==> config.mk <==
export PLATFORM = sky130hd
export DESIGN_NAME = uart_line_monitor_flat
export DESIGN_NICKNAME = d
export VERILOG_FILES = /design/src/rtl/uart_line_pkg.sv /design/src/rtl/uart_line_monitor_if.sv /design/src/rtl/uart_line_fifo.sv /design/src/rtl/uart_line_monitor.sv /design/src/flat_wrapper.sv
export SDC_FILE = /design/constraint.sdc
export NUM_CORES = 1
export LEC_CHECK = 0
export ABC_AREA = 1
export ABC_CLOCK_PERIOD_IN_PS = 2230
export BUFFER_PORTS_ARGS = -buffer_cell sky130_fd_sc_hd__buf_2
export CORE_ASPECT_RATIO = 0.7
export CORE_MARGIN = 1
export CORE_UTILIZATION = 29
export DETAILED_ROUTE_END_ITERATION = 16
export GPL_ROUTABILITY_DRIVEN = 0
export PLACE_DENSITY = 0.49
export SETUP_SLACK_MARGIN = 0.2
export SLEW_MARGIN = 20
export SYNTH_ARGS = -nofsm -noshare
export SYNTH_HDL_FRONTEND = slang
export SYNTH_HIERARCHICAL = 1
export SYNTH_SLANG_ARGS = --single-unit
==> constraint.sdc <==
create_clock -name sys_clk -period 2.23 [get_ports sys_clk]
set_clock_uncertainty 0.05 [all_clocks]
set_input_delay 0.1115 -clock sys_clk [delete_from_list [all_inputs] [get_ports sys_clk]]
set_output_delay 0.1115 -clock sys_clk [all_outputs]
set_load 0.1 [all_outputs]
==> src/rtl/uart_line_pkg.sv <==
// Shared types and constants for the UART line monitor: receiver FSM states,
// frame data width and the half-bit sample point helper.
package uart_line_pkg;

   typedef enum logic [2:0] {
      IDLE,
      START,
      DATA,
      PARITY,
      STOP,
      WAIT_HIGH
   } rxState_t;

   localparam int DATA_BITS        = 8;
   localparam int CLKS_PER_BIT_DEF = 16;

   // Start-bit confirmation point, counted from the cycle after the falling edge is seen.
   localparam int HALF_BIT_DEF = CLKS_PER_BIT_DEF / 2 - 1;

   function automatic int halfBitPoint(input int clksPerBit);
      return clksPerBit / 2 - 1;
   endfunction

endpackage

==> src/rtl/uart_line_monitor_if.sv <==
// Consumer-side bundle of the line monitor: popped byte stream plus status flags.
interface uart_line_monitor_if #(
   parameter int FIFO_DEPTH = 4
);
   import uart_line_pkg::*;

   logic [DATA_BITS-1:0]        rx_data;
   logic                        rx_valid;
   logic                        rx_ready;
   logic                        frame_err;
   logic                        overflow;
   logic [$clog2(FIFO_DEPTH):0] fifo_count;

   modport master (
      output rx_data, rx_valid, frame_err, overflow, fifo_count,
      input  rx_ready
   );

   modport slave (
      input  rx_data, rx_valid, frame_err, overflow, fifo_count,
      output rx_ready
   );

endinterface

==> src/rtl/uart_line_fifo.sv <==
// Small synchronous FIFO for received bytes; head byte is held after the last pop
// so the output does not change while the queue is empty.
module uart_line_fifo #(
   parameter int DEPTH = 4,
   parameter int WIDTH = 8
) (
   input  logic                    sys_clk,
   input  logic                    sys_rst_l,
   input  logic                    push,
   input  logic                    pop,
   input  logic [WIDTH-1:0]        pushData,
   output logic [WIDTH-1:0]        headData,
   output logic                    full,
   output logic                    empty,
   output logic [$clog2(DEPTH):0]  count
);

   localparam int AW = $clog2(DEPTH);

   logic [WIDTH-1:0] mem [DEPTH];
   logic [AW-1:0]    wrPtr, rdPtr;
   logic [AW:0]      cnt;
   logic [WIDTH-1:0] lastOut;
   logic             doPush, doPop;

   assign empty  = (cnt == '0);
   assign full   = (cnt == (AW+1)'(DEPTH));
   assign doPop  = pop && !empty;
   // A full queue still accepts a push when the same cycle frees a slot.
   assign doPush = push && (!full || doPop);

   always_ff @(posedge sys_clk) begin
      if (!sys_rst_l) begin
         wrPtr   <= '0;
         rdPtr   <= '0;
         cnt     <= '0;
         lastOut <= '0;
      end else begin
         if (doPush) wrPtr <= wrPtr + AW'(1);
         if (doPop) begin
            rdPtr   <= rdPtr + AW'(1);
            lastOut <= mem[rdPtr];
         end
         case ({doPush, doPop})
            2'b10:   cnt <= cnt + 1'b1;
            2'b01:   cnt <= cnt - 1'b1;
            default: cnt <= cnt;
         endcase
      end
   end

   always_ff @(posedge sys_clk) begin
      if (doPush) mem[wrPtr] <= pushData;
   end

   assign headData = empty ? lastOut : mem[rdPtr];
   assign count    = cnt;

endmodule

==> src/rtl/uart_line_monitor.sv <==
// Far-end 8N1 receiver for the uart transmit line with a byte FIFO and error flags.
// Define UART_LINE_MON_PARITY_EN to receive 8E1 frames instead.
//
// state     | meaning
// IDLE      | line high, waiting for a falling edge
// START     | confirming start bit at half-bit point
// DATA      | sampling 8 data bits, LSB first
// PARITY    | sampling even parity bit (parity build only)
// STOP      | sampling stop bit, push byte if frame good
// WAIT_HIGH | bad stop bit, waiting for line to return high
module uart_line_monitor
   import uart_line_pkg::*;
#(
   parameter int CLKS_PER_BIT = CLKS_PER_BIT_DEF,
   parameter int FIFO_DEPTH   = 4
) (
   input  logic                sys_clk,
   input  logic                sys_rst_l,
   input  logic                rx_line,
   uart_line_monitor_if.master mon
);

   localparam int CW = $clog2(CLKS_PER_BIT);
   localparam int BW = $clog2(DATA_BITS);
   localparam logic [CW-1:0] HALF_PT  = CW'(halfBitPoint(CLKS_PER_BIT));
   localparam logic [CW-1:0] FULL_PT  = CW'(CLKS_PER_BIT - 1);
   localparam logic [BW-1:0] LAST_BIT = BW'(DATA_BITS - 1);

   rxState_t                    state, stateNext;
   logic                        rxSync1, rxs;
   logic [CW-1:0]               cycleCnt;
   logic [BW-1:0]               bitCnt;
   logic [DATA_BITS-1:0]        shiftReg;
   logic                        halfTick, bitTick, clearCnt;
   logic                        pushReq, frameErrNext, parityBad;
   logic                        frameErrQ, overflowQ;
   logic                        fifoFull, fifoEmpty;
   logic [$clog2(FIFO_DEPTH):0] fifoCount;
   logic [DATA_BITS-1:0]        headData;

   // Synchronizer presets high so reset never looks like a start bit.
   always_ff @(posedge sys_clk) begin
      if (!sys_rst_l) begin
         rxSync1 <= 1'b1;
         rxs     <= 1'b1;
      end else begin
         rxSync1 <= rx_line;
         rxs     <= rxSync1;
      end
   end

   always_ff @(posedge sys_clk) begin
      if (!sys_rst_l) state <= IDLE;
      else            state <= stateNext;
   end

   assign halfTick = (cycleCnt == HALF_PT);
   assign bitTick  = (cycleCnt == FULL_PT);

   always_comb begin
      stateNext = state;
      case (state)
         IDLE:      if (!rxs) stateNext = START;
         START:     if (halfTick) stateNext = rxs ? IDLE : DATA;
         DATA: begin
            if (bitTick && bitCnt == LAST_BIT) begin
`ifdef UART_LINE_MON_PARITY_EN
               stateNext = PARITY;
`else
               stateNext = STOP;
`endif
            end
         end
         PARITY:    if (bitTick) stateNext = STOP;
         STOP:      if (bitTick) stateNext = rxs ? IDLE : WAIT_HIGH;
         WAIT_HIGH: if (rxs) stateNext = IDLE;
         default:   stateNext = IDLE;
      endcase
   end

   always_comb begin
      clearCnt     = (stateNext != state) || (state == IDLE) || (state == DATA && bitTick);
      pushReq      = 1'b0;
      frameErrNext = 1'b0;
      case (state)
         PARITY: if (bitTick) frameErrNext = (^shiftReg) ^ rxs;
         STOP: begin
            // A parity failure already pulsed frame_err; keep it to one pulse per frame.
            if (bitTick) begin
               if (rxs) pushReq      = !parityBad;
               else     frameErrNext = !parityBad;
            end
         end
         default: ;
      endcase
   end

   always_ff @(posedge sys_clk) begin
      if (!sys_rst_l) begin
         cycleCnt <= '0;
         bitCnt   <= '0;
         shiftReg <= '0;
      end else begin
         cycleCnt <= clearCnt ? '0 : cycleCnt + 1'b1;
         if (state == IDLE) begin
            bitCnt <= '0;
         end else if (state == DATA && bitTick) begin
            bitCnt   <= bitCnt + 1'b1;
            shiftReg <= {rxs, shiftReg[DATA_BITS-1:1]};
         end
      end
   end

`ifdef UART_LINE_MON_PARITY_EN
   always_ff @(posedge sys_clk) begin
      if (!sys_rst_l)                     parityBad <= 1'b0;
      else if (state == IDLE)             parityBad <= 1'b0;
      else if (state == PARITY && bitTick) parityBad <= frameErrNext;
   end
`else
   assign parityBad = 1'b0;
`endif

   always_ff @(posedge sys_clk) begin
      if (!sys_rst_l) begin
         frameErrQ <= 1'b0;
         overflowQ <= 1'b0;
      end else begin
         frameErrQ <= frameErrNext;
         if (pushReq && fifoFull && !mon.rx_ready) overflowQ <= 1'b1;
      end
   end

   uart_line_fifo #(
      .DEPTH (FIFO_DEPTH),
      .WIDTH (DATA_BITS)
   ) u_fifo (
      .sys_clk   (sys_clk),
      .sys_rst_l (sys_rst_l),
      .push      (pushReq),
      .pop       (mon.rx_ready),
      .pushData  (shiftReg),
      .headData  (headData),
      .full      (fifoFull),
      .empty     (fifoEmpty),
      .count     (fifoCount)
   );

   assign mon.rx_data    = headData;
   assign mon.rx_valid   = !fifoEmpty;
   assign mon.frame_err  = frameErrQ;
   assign mon.overflow   = overflowQ;
   assign mon.fifo_count = fifoCount;

endmodule

==> src/flat_wrapper.sv <==
// flat-port wrapper written by rule: the top's interface ports become plain ports
module uart_line_monitor_flat import uart_line_pkg::*;
#(
   parameter int CLKS_PER_BIT = CLKS_PER_BIT_DEF,
   parameter int FIFO_DEPTH   = 4
)
  (sys_clk, sys_rst_l, rx_line, mon_rx_data, mon_rx_valid, mon_frame_err, mon_overflow, mon_fifo_count, mon_rx_ready);
  uart_line_monitor_if #(.FIFO_DEPTH(FIFO_DEPTH)) mon_i ();
  input  logic sys_clk;
  input  logic sys_rst_l;
  input  logic rx_line;
  output wire logic [$bits(mon_i.rx_data)-1:0] mon_rx_data;
  output wire logic [$bits(mon_i.rx_valid)-1:0] mon_rx_valid;
  output wire logic [$bits(mon_i.frame_err)-1:0] mon_frame_err;
  output wire logic [$bits(mon_i.overflow)-1:0] mon_overflow;
  output wire logic [$bits(mon_i.fifo_count)-1:0] mon_fifo_count;
  input wire logic [$bits(mon_i.rx_ready)-1:0] mon_rx_ready;
  assign mon_rx_data = mon_i.rx_data;
  assign mon_rx_valid = mon_i.rx_valid;
  assign mon_frame_err = mon_i.frame_err;
  assign mon_overflow = mon_i.overflow;
  assign mon_fifo_count = mon_i.fifo_count;
  assign mon_i.rx_ready = mon_rx_ready;
  uart_line_monitor #(.CLKS_PER_BIT(CLKS_PER_BIT), .FIFO_DEPTH(FIFO_DEPTH)) u_core (.sys_clk(sys_clk), .sys_rst_l(sys_rst_l), .rx_line(rx_line), .mon(mon_i));
endmodule
==> results by group <==
Outcome
  • Status: finished, final reports clean

Routing
  • DRT iter0 DRCs: 129
  • ANT nets after route: 0
  • First-pass iteration count of the detailed router: 4
  • DR WL/cell: 12.7 um
  • Post-DR vias/cell: 4.50
  • DRC: 0
  • Vias: 2457
  • Total routed wirelength: 6930 um

Logic synthesis
  • Post-Syn Nets: 374
  • Area contributors post-synth: edfxtp_1 (29%), dfxtp_1 (23%), nor2_1 (7.1%)
  • Seq/Total Area, Yosys: 52.3%
  • Mapped Area: 3330 um^2
  • Yosys top cell area share: 28.9%
  • Area leader, netlist: edfxtp_1
  • Post-Syn Instances: 362
  • Synth Warn #: 6
  • Synth cell types: 35
  • Avg Cell Area, Syn: 9.20 um^2
  • Flops & latches, synth: 71

Timing
  • Post-route clock period utilization: 83.9%
  • Final hold vios: 0
  • WHS: 108 ps
  • RSZ-0062 raised after global routing: true
  • Endpoints failing setup: 0
  • Fmax: 0.534 GHz
  • Slew Limit Fails: 0
  • Final worst setup slack: 358 ps
  • Setup TNS: 0 ps
  • Fin crit period: 1870 ps
  • Relative slew slack: 65.9%
  • Worst-Margin Slew: 511 ps

CTS
  • Root buf cell: clkbuf_16
  • Clock slew at reported path FFs: 60 ps
  • CTS sink count: 71
  • Clk Latency, worst-skew pair: 330 ps
  • CTS buffer count: 9
  • CTS tree: yes
  • Clock Path Buffers: 2
  • H-tree depth: 3

Cells and area
  • Fin util: 36.2%
  • # fillers: 1090
  • Antenna Diode Count: 0
  • Layout net count: 400
  • Area of the multi-input gates: 1430 um^2
  • Layout cells sized above 1: 24.9%
  • Reg area: 1750 um^2
  • Area growth syn-to-layout: 20.7%

Floorplanning
  • IO Count: 18
  • Starting Density: 30.0%
  • Core area: 11100 um^2
  • Die H: 91.6 um
  • Die Wd: 130 um
  • Total Die Area: 11900 um^2
  • Row count: 32

Critical path
  • Setup Crit Path Kind: flop to flop
  • Arrival @ worst endpoint: 2090 ps
  • Critical Path RT: 2450 ps
  • Crit path launch type: flop
  • CP max FO: 4
  • Critical Path Sink Type: flop

GRT
  • GRT met2 Usage: 17.2%
  • Grt ovf: 0
  • Grt met1 use: 17.7%
  • GRT Max-Usage Layer: met1
  • Vias in the first global route: 2258
  • Met3 Use GR: 4.73%
  • First-pass GRT wire length: 11300 um
  • GR Util All Layers: 12.6%
  • Initial antenna violation count: 0
  • Largest net degree at the start of global routing: 25

Power and ir drop
  • PD cells: 1250 nW/um^2
  • Overall Power: 0.00500 W
  • Lkg Pwr: 1.66 nW
  • Peak supply drop: 0.759 mV

Placement
  • Port Buffer Count: 17
  • Worst slack at placement: 204 ps
  • DP Wirelength: 4860 um

Run
  • Max-Cap Viols: 0

Hold path
  • Hold Path Class: primary input to flop
[flip-flops by register name, indices dropped and copies added (netlist names), named ones only]
signal / flops
u_core/bitCnt: 3
u_core/cycleCnt: 4
u_core/mon.frame_err: 1
u_core/mon.overflow: 1
u_core/rxSync1: 1
u_core/rxs: 1
u_core/shiftReg: 8
u_core/state: 3
u_core/u_fifo/count: 3
u_core/u_fifo/lastOut: 8
u_core/u_fifo/mem: 32
u_core/u_fifo/rdPtr: 2
u_core/u_fifo/wrPtr: 2
[worst paths after layout]
path	start	to	slack [ps]	cells past startpoint
setup / recovery	u_core/cycleCnt[0]	u_core/u_fifo/count[1]	360	11
hold / removal	mon_rx_ready	u_core/mon.overflow	110	3
setup reg to reg	u_core/cycleCnt[0]	u_core/u_fifo/count[1]	360	11
hold reg to reg	u_core/rxSync1	u_core/rxs	370	1
[what timing repair did]
item / CTS / global route
endpoints found under the setup margin: 9 / 42
hold buffers: 1 / 0
pin swaps: 0 / 2
setup buffers: 0 / 2
endpoints found under the hold margin: 1 / 0
gates resized for setup: 9 / 15
cloned: 0 / 0
[kinds of logic (layout without fill, tap and decap cells)]
group	after synthesis	count (layout)	share of synthesized area, %
AND/OR/NAND/NOR	148	148	20.6
AO/OA/AOI/OAI	73	73	13.5
flip-flops	71	71	52.3
buffers and inverters	48	79	6.73
XOR/XNOR	14	14	3.68
adder cells (fa/ha/maj)	8	8	3.23
[cell type report]
| type | count | share of cell area, % |
|---|---|---|
| Timing Repair Buffer | 29 | 5.11 |
| Sequential cell | 71 | 43.6 |
| Clock buffer | 11 | 5.79 |
| Clock inverter | 5 | 1.99 |
| Multi-Input combinational cell | 243 | 35.5 |
| Inverter | 34 | 3.24 |
| Tap cell | 153 | 4.76 |
[cell usage in the layout, fill, tap and decap left out, types with 4 or more instances in the layout]
| cell | instances |
|---|---|
| nor2_1 | 62 |
| nand2_1 | 40 |
| dfxtp_1 | 34 |
| o21ai_0 | 33 |
| edfxtp_1 | 32 |
| inv_1 | 25 |
| buf_4 | 17 |
| nand3_1 | 16 |
| a21oi_1 | 10 |
| clkbuf_16 | 9 |
| buf_2 | 9 |
| o21ai_2 | 9 |
| nand2_2 | 8 |
| inv_2 | 8 |
| xor2_1 | 7 |
| xnor2_1 | 7 |
| ha_1 | 6 |
| o22a_1 | 6 |
| nor3_2 | 5 |
| nand4_1 | 5 |
| nor2_4 | 4 |
| dfxtp_2 | 4 |
[cell usage after synthesis]
master and instances:
a31oi_1 2, nand4_1 5, buf_4 3, edfxtp_1 32, a21oi_1 11, o21ai_0 33, nand2_1 41, a211oi_1 2
nor2_2 3, nand3_2 3, o21ai_2 4, xnor2_1 7, o211ai_1 1, or2_2 2, a21oi_4 1, inv_1 27
o21a_1 1, xor2_1 7, dfxtp_1 39, o22a_2 2, buf_2 8, ha_1 7, nor3_2 5, nor2_1 63
a31o_2 1, fa_1 1, o21ai_1 7, nor2_4 2, a21oi_2 2, buf_6 3, inv_2 7, nand3_1 16
nand2_2 7, and3_1 1, o22a_1 6
[per-stage QoR]
step	instance area, um^2	cells
2_1_floorplan	3370	362
3_3_place_gp	3610	527
3_5_place_dp	3610	527
4_1_cts	3960	544
5_1_grt	4020	546
6_report	4020	546
[worst max-delay path, cell delays in order (launching register included)]
cell	delay, ps
dfxtp_2	360
ha_4	160
nand2_2	80
nor2_4	160
nand2_2	100
nor2_4	170
nor2_4	60
inv_2	70
fa_2	420
inv_1	60
nor2_1	40
nor2_1	70
[power breakdown]
group	switching, W	total (W)	internal (W)
clock	0.000514	0.00149	0.000979
sequential	0.0000713	0.00153	0.00146
combinational	0.00154	0.00198	0.000437
total	0.00213	0.00500	0.00288
[layer usage]
layer  part of all wire (%)  wire length (um)  vias up
li1                       -                 -     1265
met5                      0                 0        -
met4                    1.1                78        0
met3                    5.7               392        9
met2                     40              2750       67
met1                     54              3710     1116
Power figures use the tool's default switching activity.
